**src/rtl/lsu.sv**
```systemverilog
// RV32I load/store unit: decodes a CPU request into one memory access
// and returns a single-cycle response with data or an error flag.
module lsu #(
    parameter int TIMEOUT_CYCLES = 16
) (
    input  logic        clk,
    input  logic        reset,
    input  logic        req_valid,
    output logic        req_ready,
    input  logic        req_store,
    input  logic [2:0]  req_funct3,
    input  logic [31:0] req_base,
    input  logic [31:0] req_offset,
    input  logic [31:0] req_wdata,
    output logic        resp_valid,
    output logic [31:0] resp_rdata,
    output logic        resp_misaligned,
    output logic        resp_illegal,
    output logic        resp_bus_error,
    output logic        mem_read_enable,
    output logic        mem_write_enable,
    output logic        mem_signed_read,
    output logic [1:0]  mem_data_width,
    output logic [31:0] mem_address,
    output logic [31:0] mem_data_in,
    input  logic [31:0] mem_data_out,
    input  logic        mem_ready
);

    localparam int CW = $clog2(TIMEOUT_CYCLES + 1);

    typedef enum logic [1:0] {
        S_IDLE  = 2'd0,
        S_ISSUE = 2'd1,
        S_WAIT  = 2'd2,
        S_RESP  = 2'd3
    } state_t;

    state_t        state_q, state_d;
    logic [31:0]   addr_q, addr_d;
    logic [31:0]   wdata_q, wdata_d;
    logic [31:0]   rdata_q, rdata_d;
    logic [1:0]    width_q, width_d;
    logic          signed_q, signed_d;
    logic          store_q, store_d;
    logic          mis_q, mis_d;
    logic          ill_q, ill_d;
    logic          berr_q, berr_d;
    logic [CW-1:0] cnt_q, cnt_d;

    logic [31:0] addr_sum;
    logic [1:0]  dec_width;
    logic        dec_ill;
    logic        dec_mis;

    assign addr_sum = req_base + req_offset;

    always_comb begin
        dec_width = 2'd0;
        unique case (req_funct3[1:0])
            2'd0:    dec_width = 2'd0;
            2'd1:    dec_width = 2'd1;
            2'd2:    dec_width = 2'd3;
            default: dec_width = 2'd0;
        endcase
        if (req_store) begin
            dec_ill = (req_funct3 > 3'd2);
        end else begin
            dec_ill = (req_funct3 == 3'd3) || (req_funct3 == 3'd6) ||
                      (req_funct3 == 3'd7);
        end
        // Illegal encodings win: their width decode is meaningless.
        dec_mis = !dec_ill &&
                  (((req_funct3[1:0] == 2'd1) && addr_sum[0]) ||
                   ((req_funct3[1:0] == 2'd2) && (addr_sum[1:0] != 2'd0)));
    end

    always_comb begin
        state_d  = state_q;
        addr_d   = addr_q;
        wdata_d  = wdata_q;
        rdata_d  = rdata_q;
        width_d  = width_q;
        signed_d = signed_q;
        store_d  = store_q;
        mis_d    = mis_q;
        ill_d    = ill_q;
        berr_d   = berr_q;
        cnt_d    = cnt_q;
        unique case (state_q)
            S_IDLE: begin
                if (req_valid) begin
                    addr_d   = addr_sum;
                    wdata_d  = req_wdata;
                    rdata_d  = 32'd0;
                    width_d  = dec_width;
                    signed_d = !req_store && !req_funct3[2];
                    store_d  = req_store;
                    mis_d    = dec_mis;
                    ill_d    = dec_ill;
                    berr_d   = 1'b0;
                    state_d  = (dec_ill || dec_mis) ? S_RESP : S_ISSUE;
                end
            end
            S_ISSUE: begin
                cnt_d   = CW'(1);
                state_d = S_WAIT;
            end
            S_WAIT: begin
                if (mem_ready) begin
                    rdata_d = store_q ? 32'd0 : mem_data_out;
                    cnt_d   = '0;
                    state_d = S_RESP;
                end else if (cnt_q == CW'(TIMEOUT_CYCLES)) begin
                    rdata_d = 32'd0;
                    berr_d  = 1'b1;
                    cnt_d   = '0;
                    state_d = S_RESP;
                end else begin
                    cnt_d = cnt_q + CW'(1);
                end
            end
            S_RESP: begin
                state_d = S_IDLE;
            end
        endcase
    end

    always_ff @(posedge clk) begin
        if (reset) begin
            state_q  <= S_IDLE;
            addr_q   <= 32'd0;
            wdata_q  <= 32'd0;
            rdata_q  <= 32'd0;
            width_q  <= 2'd0;
            signed_q <= 1'b0;
            store_q  <= 1'b0;
            mis_q    <= 1'b0;
            ill_q    <= 1'b0;
            berr_q   <= 1'b0;
            cnt_q    <= '0;
        end else begin
            state_q  <= state_d;
            addr_q   <= addr_d;
            wdata_q  <= wdata_d;
            rdata_q  <= rdata_d;
            width_q  <= width_d;
            signed_q <= signed_d;
            store_q  <= store_d;
            mis_q    <= mis_d;
            ill_q    <= ill_d;
            berr_q   <= berr_d;
            cnt_q    <= cnt_d;
        end
    end

    logic busy;
    assign busy = (state_q == S_ISSUE) || (state_q == S_WAIT);

    assign req_ready        = (state_q == S_IDLE);
    assign resp_valid       = (state_q == S_RESP);
    assign resp_rdata       = resp_valid ? rdata_q : 32'd0;
    assign resp_misaligned  = resp_valid && mis_q;
    assign resp_illegal     = resp_valid && ill_q;
    assign resp_bus_error   = resp_valid && berr_q;
    assign mem_read_enable  = (state_q == S_ISSUE) && !store_q;
    assign mem_write_enable = (state_q == S_ISSUE) && store_q;
    assign mem_address      = busy ? addr_q : 32'd0;
    assign mem_data_in      = busy ? wdata_q : 32'd0;
    assign mem_data_width   = busy ? width_q : 2'd0;
    assign mem_signed_read  = busy && signed_q;

endmodule
```
**config.mk**
```make
export PLATFORM = sky130hd
export DESIGN_NAME = lsu
export DESIGN_NICKNAME = d
export VERILOG_FILES = /design/src/rtl/lsu.sv
export SDC_FILE = /design/constraint.sdc
export NUM_CORES = 1
export LEC_CHECK = 0
export CAP_MARGIN = 20
export CORE_UTILIZATION = 45
export DETAILED_ROUTE_END_ITERATION = 7
export PLACE_DENSITY = 0.92
export SLEW_MARGIN = 20
export SYNTH_ARGS = -nofsm -noshare
export SYNTH_HDL_FRONTEND = slang
export SYNTH_SLANG_ARGS = --single-unit
```
**constraint.sdc**
```tcl
create_clock -name clk -period 2.9 [get_ports clk]
set_input_delay 0.435 -clock clk [delete_from_list [all_inputs] [get_ports clk]]
set_output_delay 0.435 -clock clk [all_outputs]
set_load 0.02 [all_outputs]
```
==> summary.txt, run 1 <==
Run status
  • Status: completed

Placed design
  • Pre-CTS setup slack: -310 ps
  • I/O Buffers: 241
  • RePlAce Congestion: 0.908
  • DP Wirelength: 14600 um

Clock network
  • CTS clk-pin slew, worst paths: 80 ps
  • Clk root buf: clkbuf_16
  • H-tree depth: 3
  • Clk Latency, worst-skew pair: 350 ps
  • Max clock buf depth: 2
  • Clk sinks: 110
  • CTS Buf Count: 9
  • CTS tree: done

Route
  • Via count: 7006
  • ANT nets after route: 0
  • Final wirelength: 19800 um
  • Vias per cell: 5.48
  • DR iter-0 viols: 597
  • Pre-antenna DRT Iters: 5
  • Detailed-route wire length per cell: 15.5 um
  • Number of remaining DRC errors: 0

Floorplanning
  • Starting Density: 46.3%
  • Die Span Y: 122 um
  • Core Rows: 43
  • Die W: 122 um
  • I/O pin cnt: 242
  • Die Footprint: 14800 um2
  • CORE AREA: 13900 um2

Worst setup path
  • R2R cell count: 8
  • Setup CP Type: primary input to flop
  • CP Data Arrival Time: 3170 ps
  • Setup crit end: addr_q[26]
  • Buf/Inv on CP: 3
  • Cell family with most CP delay: compound AO/OA/AOI/OAI gates
  • Critical Path Source Type: primary input
  • CP required: 3180 ps
  • Cell Chain, Critical Path: clkdlybuf4s50_1 -> inv_1 -> fa_2 -> nor2b_2 -> o2111ai_2 -> a21o_1 -> a211oi_2 -> buf_4 -> a31oi_4 -> or4_4 -> nand3_2
  • Levels on crit path: 11
  • Crit-path max FO: 4
  • CP max stage cell: or4_4
  • R2R Setup Slk: 540 ps
  • Kind of end point of the critical path: flop
  • Crit path launch: req_base[1]
  • Max stage delay on crit path: 540 ps
  • R2r startpoint: state_q[0]
  • FF-to-FF End: rdata_q[31]

Final layout
  • Syn-to-layout area delta: 49.7%
  • # diodes: 0
  • Layout cells sized above 1: 8.56%
  • Final Core Density: 69.3%
  • Nets: 1270

STA
  • Tightest Pin Transition: 718 ps
  • Final Hold Viols: 0
  • Final WS setup: 14.9 ps
  • Max Fclk: 0.347 GHz
  • Clk_skew: 10.7 ps
  • Rel. slew slack: 52.1%
  • Tcrit/Tclk final: 99.5%
  • Final setup viols: 0
  • Slew Viols, Final: 0
  • Crit path time final: 2890 ps
  • Setup TNS: 0 ps

Yosys
  • Synth Instances: 840
  • Post-synth EDFFs: 0
  • Synth unique cells: 61
  • Flops & latches, synth: 110
  • Sequential area share after synthesis: 34.2%
  • Dominant synthesized flop cell: dfxtp_1
  • Mapped Avg Cell Area: 7.68 um2
  • Post-synth ARST share: 0%
  • Net Count, Synth: 1017
  • Warning count from the yosys run: 0
  • Mapped Area: 6450 um2

GRT
  • Vias in the first global route: 6431
  • First-pass GRT wire length: 30400 um
  • GRT Total Usage: 25.7%
  • Initial antenna violation count: 0
  • Grt total ovfl: 0
  • Largest net degree at the start of global routing: 66

Pwr
  • Tot Pwr: 0.00596 W
  • Max VDD drop: 407 uV
  • Leakage: 3.77 nW
  • Pwr dens: 617 nW/um2

Job
  • Max Cap Viol: 0

Worst hold path
  • Worst hold-check path type: flop to flop
[routing by layer]
metal	vias to the layer above	global-route usage (%)	wire, um
li1	3423	-	-
met4	0	10.5	517
met5	-	0	0
met1	3275	31.0	8080
met2	267	46.0	10100
met3	41	2.90	1070
[timing repair]
action | 4_1_cts | 5_1_grt
resized for setup | 0 | 13
buffers inserted | 0 | 5
hold buffers | 0 | 0
endpoints found under the setup margin | 0 | 53
[worst min path at each step]
stage | startpoint | end | slack, ps | cells after the start
4_1_cts | rdata_q[24] | rdata_q[24] | 450 | 2
2_1_floorplan | addr_q[14] | addr_q[14] | 430 | 2
3_3_place_gp | rdata_q[18] | rdata_q[18] | 430 | 2
6_report | rdata_q[26] | rdata_q[26] | 450 | 2
3_5_place_dp | rdata_q[16] | rdata_q[16] | 440 | 2
5_1_grt | rdata_q[25] | rdata_q[25] | 460 | 2
[Yosys cell counts (15+ instances only)]
| master | count | area share [%] |
|---|---|---|
| nand3_1 | 48 | 3.7 |
| a21oi_1 | 121 | 9.4 |
| nand2_1 | 143 | 8.3 |
| clkbuf_1 | 44 | 2.6 |
| ha_1 | 40 | 7.8 |
| o21ai_0 | 16 | 1.2 |
| inv_1 | 16 | 0.93 |
| and2_1 | 107 | 10 |
| nor2_1 | 25 | 1.5 |
| dfxtp_1 | 110 | 34 |
| a21o_1 | 15 | 1.7 |
[cell families (layout without fill, tap and decap cells)]
kind of cell	Yosys count	after routing	share of synthesized area (%)
and+or+nand+nor	387	387	30.3
DFF	110	110	34.2
adders and majority gates	41	41	8.07
muxes	2	2	0.311
buffers and inverters	67	325	4.04
AOI/OAI and AO/OA	219	219	21.2
xor gates and xnor gates	14	14	1.90
[cell type report]
class,count,area (um2)
clock buffer,10,229
clock inverter,6,51.3
fill,1092,4280
inverter,17,63.8
multi-input combinational,663,4050
sequential,110,2200
tap,180,225
timing repair buffer,292,2840
[where the power goes]
group,switching [W],internal [W]
Sequential,0.000131,0.00175
Combinational,0.00169,0.00119
Clock,0.000595,0.000602
Total,0.00242,0.00354
[stage by stage]
step / std cells / instance area [um2] / hold slack, ps
floorplan: 840 / 6450 / 427
global placement: 1257 / 9280 / 433
detailed placement: 1257 / 9280 / 439
CTS: 1273 / 9560 / 450
global route: 1278 / 9650 / 465
finish: 1278 / 9650 / 447
[registers in the layout (all words and copies together), names as in the netlist]
name / count
cnt_q: 5
state_q: 2
signed_q: 1
berr_q: 1
mis_q: 1
addr_q: 32
store_q: 1
rdata_q: 32
width_q: 2
wdata_q: 32
ill_q: 1
[worst min-delay path, cell delays in order, from the launching register on]
cell	delay [ps]
dfxtp_1	310
nand2_1	50
a21oi_1	50
[cell usage in the layout, fill, tap and decap left out, types with 16 or more instances in the layout]
| master | count |
|---|---|
| clkdlybuf4s50_1 | 238 |
| nand2_1 | 142 |
| a21oi_1 | 121 |
| dfxtp_1 | 110 |
| and2_1 | 106 |
| buf_4 | 49 |
| nand3_1 | 47 |
| ha_1 | 38 |
| nor2_1 | 24 |
| o21ai_0 | 16 |
No activity file was read; power rests on OpenSTA's default activity.
==> inputs of run 2 (changes only) <==
--- a/config.mk
+++ b/config.mk
@@ -6,9 +6,9 @@
 export NUM_CORES = 1
 export LEC_CHECK = 0
 export CAP_MARGIN = 20
-export CORE_UTILIZATION = 45
+export CORE_UTILIZATION = 30
 export DETAILED_ROUTE_END_ITERATION = 7
-export PLACE_DENSITY = 0.92
+export PLACE_DENSITY = 0.69
 export SLEW_MARGIN = 20
 export SYNTH_ARGS = -nofsm -noshare
 export SYNTH_HDL_FRONTEND = slang
==> run 2 against run 1 <==
  * Design area rose by 1.3%
  * Die area rose by 49%
  * Fmax rose by 2.3%
  * Clock-buffer cell count fell by 1
  * Sequential cell count did not move
  * Global-route usage fell by 8.1 points
  * Clock skew fell by 2.8 ps
  * Critical path depth rose by 1
  * Critical path type unchanged
  * Critical endpoint unchanged
  * Largest cell class unchanged
  * Largest power group unchanged
==> summary.txt, run 2 (synthesis results as in run 1) <==
Final layout
  • # diodes: 0 (unchanged)
  • Nets: 1276 (+0.47%)
  • Most frequent cells in the layout: clkdlybuf4s50_1 (240), nand2_1 (142), a21oi_1 (121)
  • Layout cells sized above 1: 8.42% (-0.14 points)
  • Top flop regs: addr_q (32), rdata_q (32), wdata_q (32)
  • Syn-to-layout area delta: 51.7%
  • Post-Layout Cell Count: 1379 (+7.9%)
  • Commonest non-fill, non-tap cell in the layout: clkdlybuf4s50_1

Pwr
  • Clock share of power: 20.4% (+0.3 points)
  • Psw: 0.00247 W (+2.1%)
  • Leakage: 3.78 nW (+0.18%)
  • Combinational Power Share: 48.9% (+0.5 points)
  • Seq pwr share: 30.7% (-0.8 points)
  • Max VDD drop: 330 uV (-19%)
  • Sw Share: 40.7% (+0.14 points)
  • Internal power: 0.00359 W (+1.6%)
  • Pwr dens: 620 nW/um2 (+0.48%)

Route
  • ANT nets after route: 0 (unchanged)
  • Detailed-route wire length per cell: 14.5 um (-6.6%)
  • Vias per cell: 4.91 (-10%)
  • Pre-antenna DRT Iters: 5 (unchanged)
  • DR iter-0 viols: 283 (-53%)
  • Number of remaining DRC errors: 0 (unchanged)
  • Via count: 6775 (-3.3%)
  • Final wirelength: 20000 um (+0.83%)

Worst setup path
  • Crit-path max FO: 4 (unchanged)
  • Critical Path Source Type: primary input
  • R2R cell count: 9 (+1)
  • Setup CP Type: primary input to flop
  • Crit path launch: req_base[0]
  • CP Data Arrival Time: 3120 ps (-50 ps)
  • FF-to-FF End: rdata_q[8]
  • CP required: 3200 ps (+20 ps)
  • Setup crit end: addr_q[26]
  • Kind of end point of the critical path: flop
  • R2r startpoint: state_q[0]
  • R2R Setup Slk: 720 ps (+180 ps)

STA
  • Setup TNS: 0 ps (unchanged)
  • Final setup viols: 0 (unchanged)
  • Clk_skew: 7.92 ps (-2.80 ps)
  • Hold Slack: 346 ps (-101 ps)
  • Slew Viols, Final: 0 (unchanged)
  • RSZ-0062 raised after global routing: true
  • Max Fclk: 0.354 GHz (+2.3%)
  • Tcrit/Tclk final: 97.3% (-2.2 points)
  • Crit path time final: 2820 ps (-63.5 ps)
  • Final WS setup: 78.4 ps (+63.5 ps)
  • Final Hold Viols: 0 (unchanged)
  • Tightest Pin Transition: 668 ps (-50.2 ps)
  • Rel. slew slack: 55.5% (+3.3 points)

Placed design
  • RePlAce Congestion: 0.852 (-6.2%)
  • Pre-CTS setup slack: -303 ps (+7.27 ps)
  • DP Cell Count: 1362 (+8.4%)
  • I/O Buffers: 241 (unchanged)
  • DP Wirelength: 15000 um (+2.4%)

Clock network
  • Clk Latency, worst-skew pair: 350 ps (about the same)
  • Hold_buf cts: 0 (unchanged)
  • Max clock buf depth: 2 (unchanged)
  • CTS Buf Count: 9 (unchanged)
  • Clk root buf: clkbuf_16
  • CTS tree: done
  • CTS clk-pin slew, worst paths: 80 ps (about the same)
  • Clk sinks: 110 (unchanged)
  • H-tree depth: 3 (unchanged)

Floorplanning
  • Die Footprint: 22100 um2 (+49%)
  • CORE AREA: 21000 um2 (+51%)
  • I/O pin cnt: 242 (unchanged)
  • Starting Density: 30.7% (-16 points)
  • Die W: 149 um (+22%)
  • Die Span Y: 149 um (+22%)
  • Core Rows: 53 (+23%)

GRT
  • Initial antenna violation count: 1 (+1)
  • Grt total ovfl: 0 (unchanged)
  • Vias in the first global route: 6270 (-2.5%)
  • GRT Total Usage: 17.5% (-8.1 points)
  • First-pass GRT wire length: 30900 um (+1.5%)
  • Largest net degree at the start of global routing: 64 (-3.0%)

Job
  • Max Cap Viol: 0 (unchanged)

Worst hold path
  • Worst hold-check path type: primary input to flop
  • Hold Crit Depth: 2 (unchanged)

Run status
  • Status: completed
run 2: layer usage:
metal  part of all wire (%)  global-route usage, %  vias up
met1                     44                   21.6     3102
met3                    6.2                   3.01       23
met5                  0.055                      0        -
li1                       -                      -     3433
met4                    1.3                   5.88        2
met2                     49                   30.6      215
run 2: worst min-delay path by stage:
| stage | slack, ps | endpoint | start |
|---|---|---|---|
| 4_1_cts | 320 | addr_q[27] | reset |
| 3_3_place_gp | 430 | rdata_q[24] | rdata_q[24] |
| 6_report | 350 | addr_q[27] | reset |
| 2_1_floorplan | 430 | addr_q[14] | addr_q[14] |
| 3_5_place_dp | 440 | rdata_q[17] | rdata_q[17] |
| 5_1_grt | 350 | addr_q[27] | reset |
run 2: area by class of cell:
type | instances | area (um2)
Clock inverter | 7 | 60.1
Multi-Input combinational cell | 663 | 4010
Clock buffer | 9 | 225
Inverter | 17 | 63.8
Timing Repair Buffer | 298 | 2880
Tap cell | 275 | 344
Sequential cell | 110 | 2200
Fill cell | 2038 | 11200
run 2: power groups by stage:
stage	Clock, W	Combinational (W)	Sequential (W)
after floorplan	0	0.00172	0.00186
after global placement	0	0.00294	0.00189
after detailed placement	0	0.00296	0.00190
after CTS	0.00129	0.00297	0.00186
after global routing	0.00135	0.00325	0.00189
final	0.00124	0.00296	0.00186
run 2: through the flow:
step                      utilization [%]  total power, W  instance area (um2)
after global placement               45.1         0.00483                 9470
after floorplan                         -         0.00358                 6450
after CTS                            46.4         0.00612                 9760
after global routing                 46.5         0.00649                 9780
after detailed placement             45.1         0.00485                 9470
final                                46.5         0.00606                 9780
run 2: critical path: stages:
cell             delay [ps]
clkdlybuf4s50_1         460
ha_1                    160
inv_1                    50
fa_1                    380
nor2b_1                 180
o2111ai_1               200
a21o_1                  280
a211oi_2                250
buf_4                   160
a31oi_1                  90
or4_1                   400
nand3_1                  70
run 2: what timing repair did:
item,CTS,global route
setup buffers,0,1
endpoints found under the setup margin,0,7
gates resized for setup,0,2
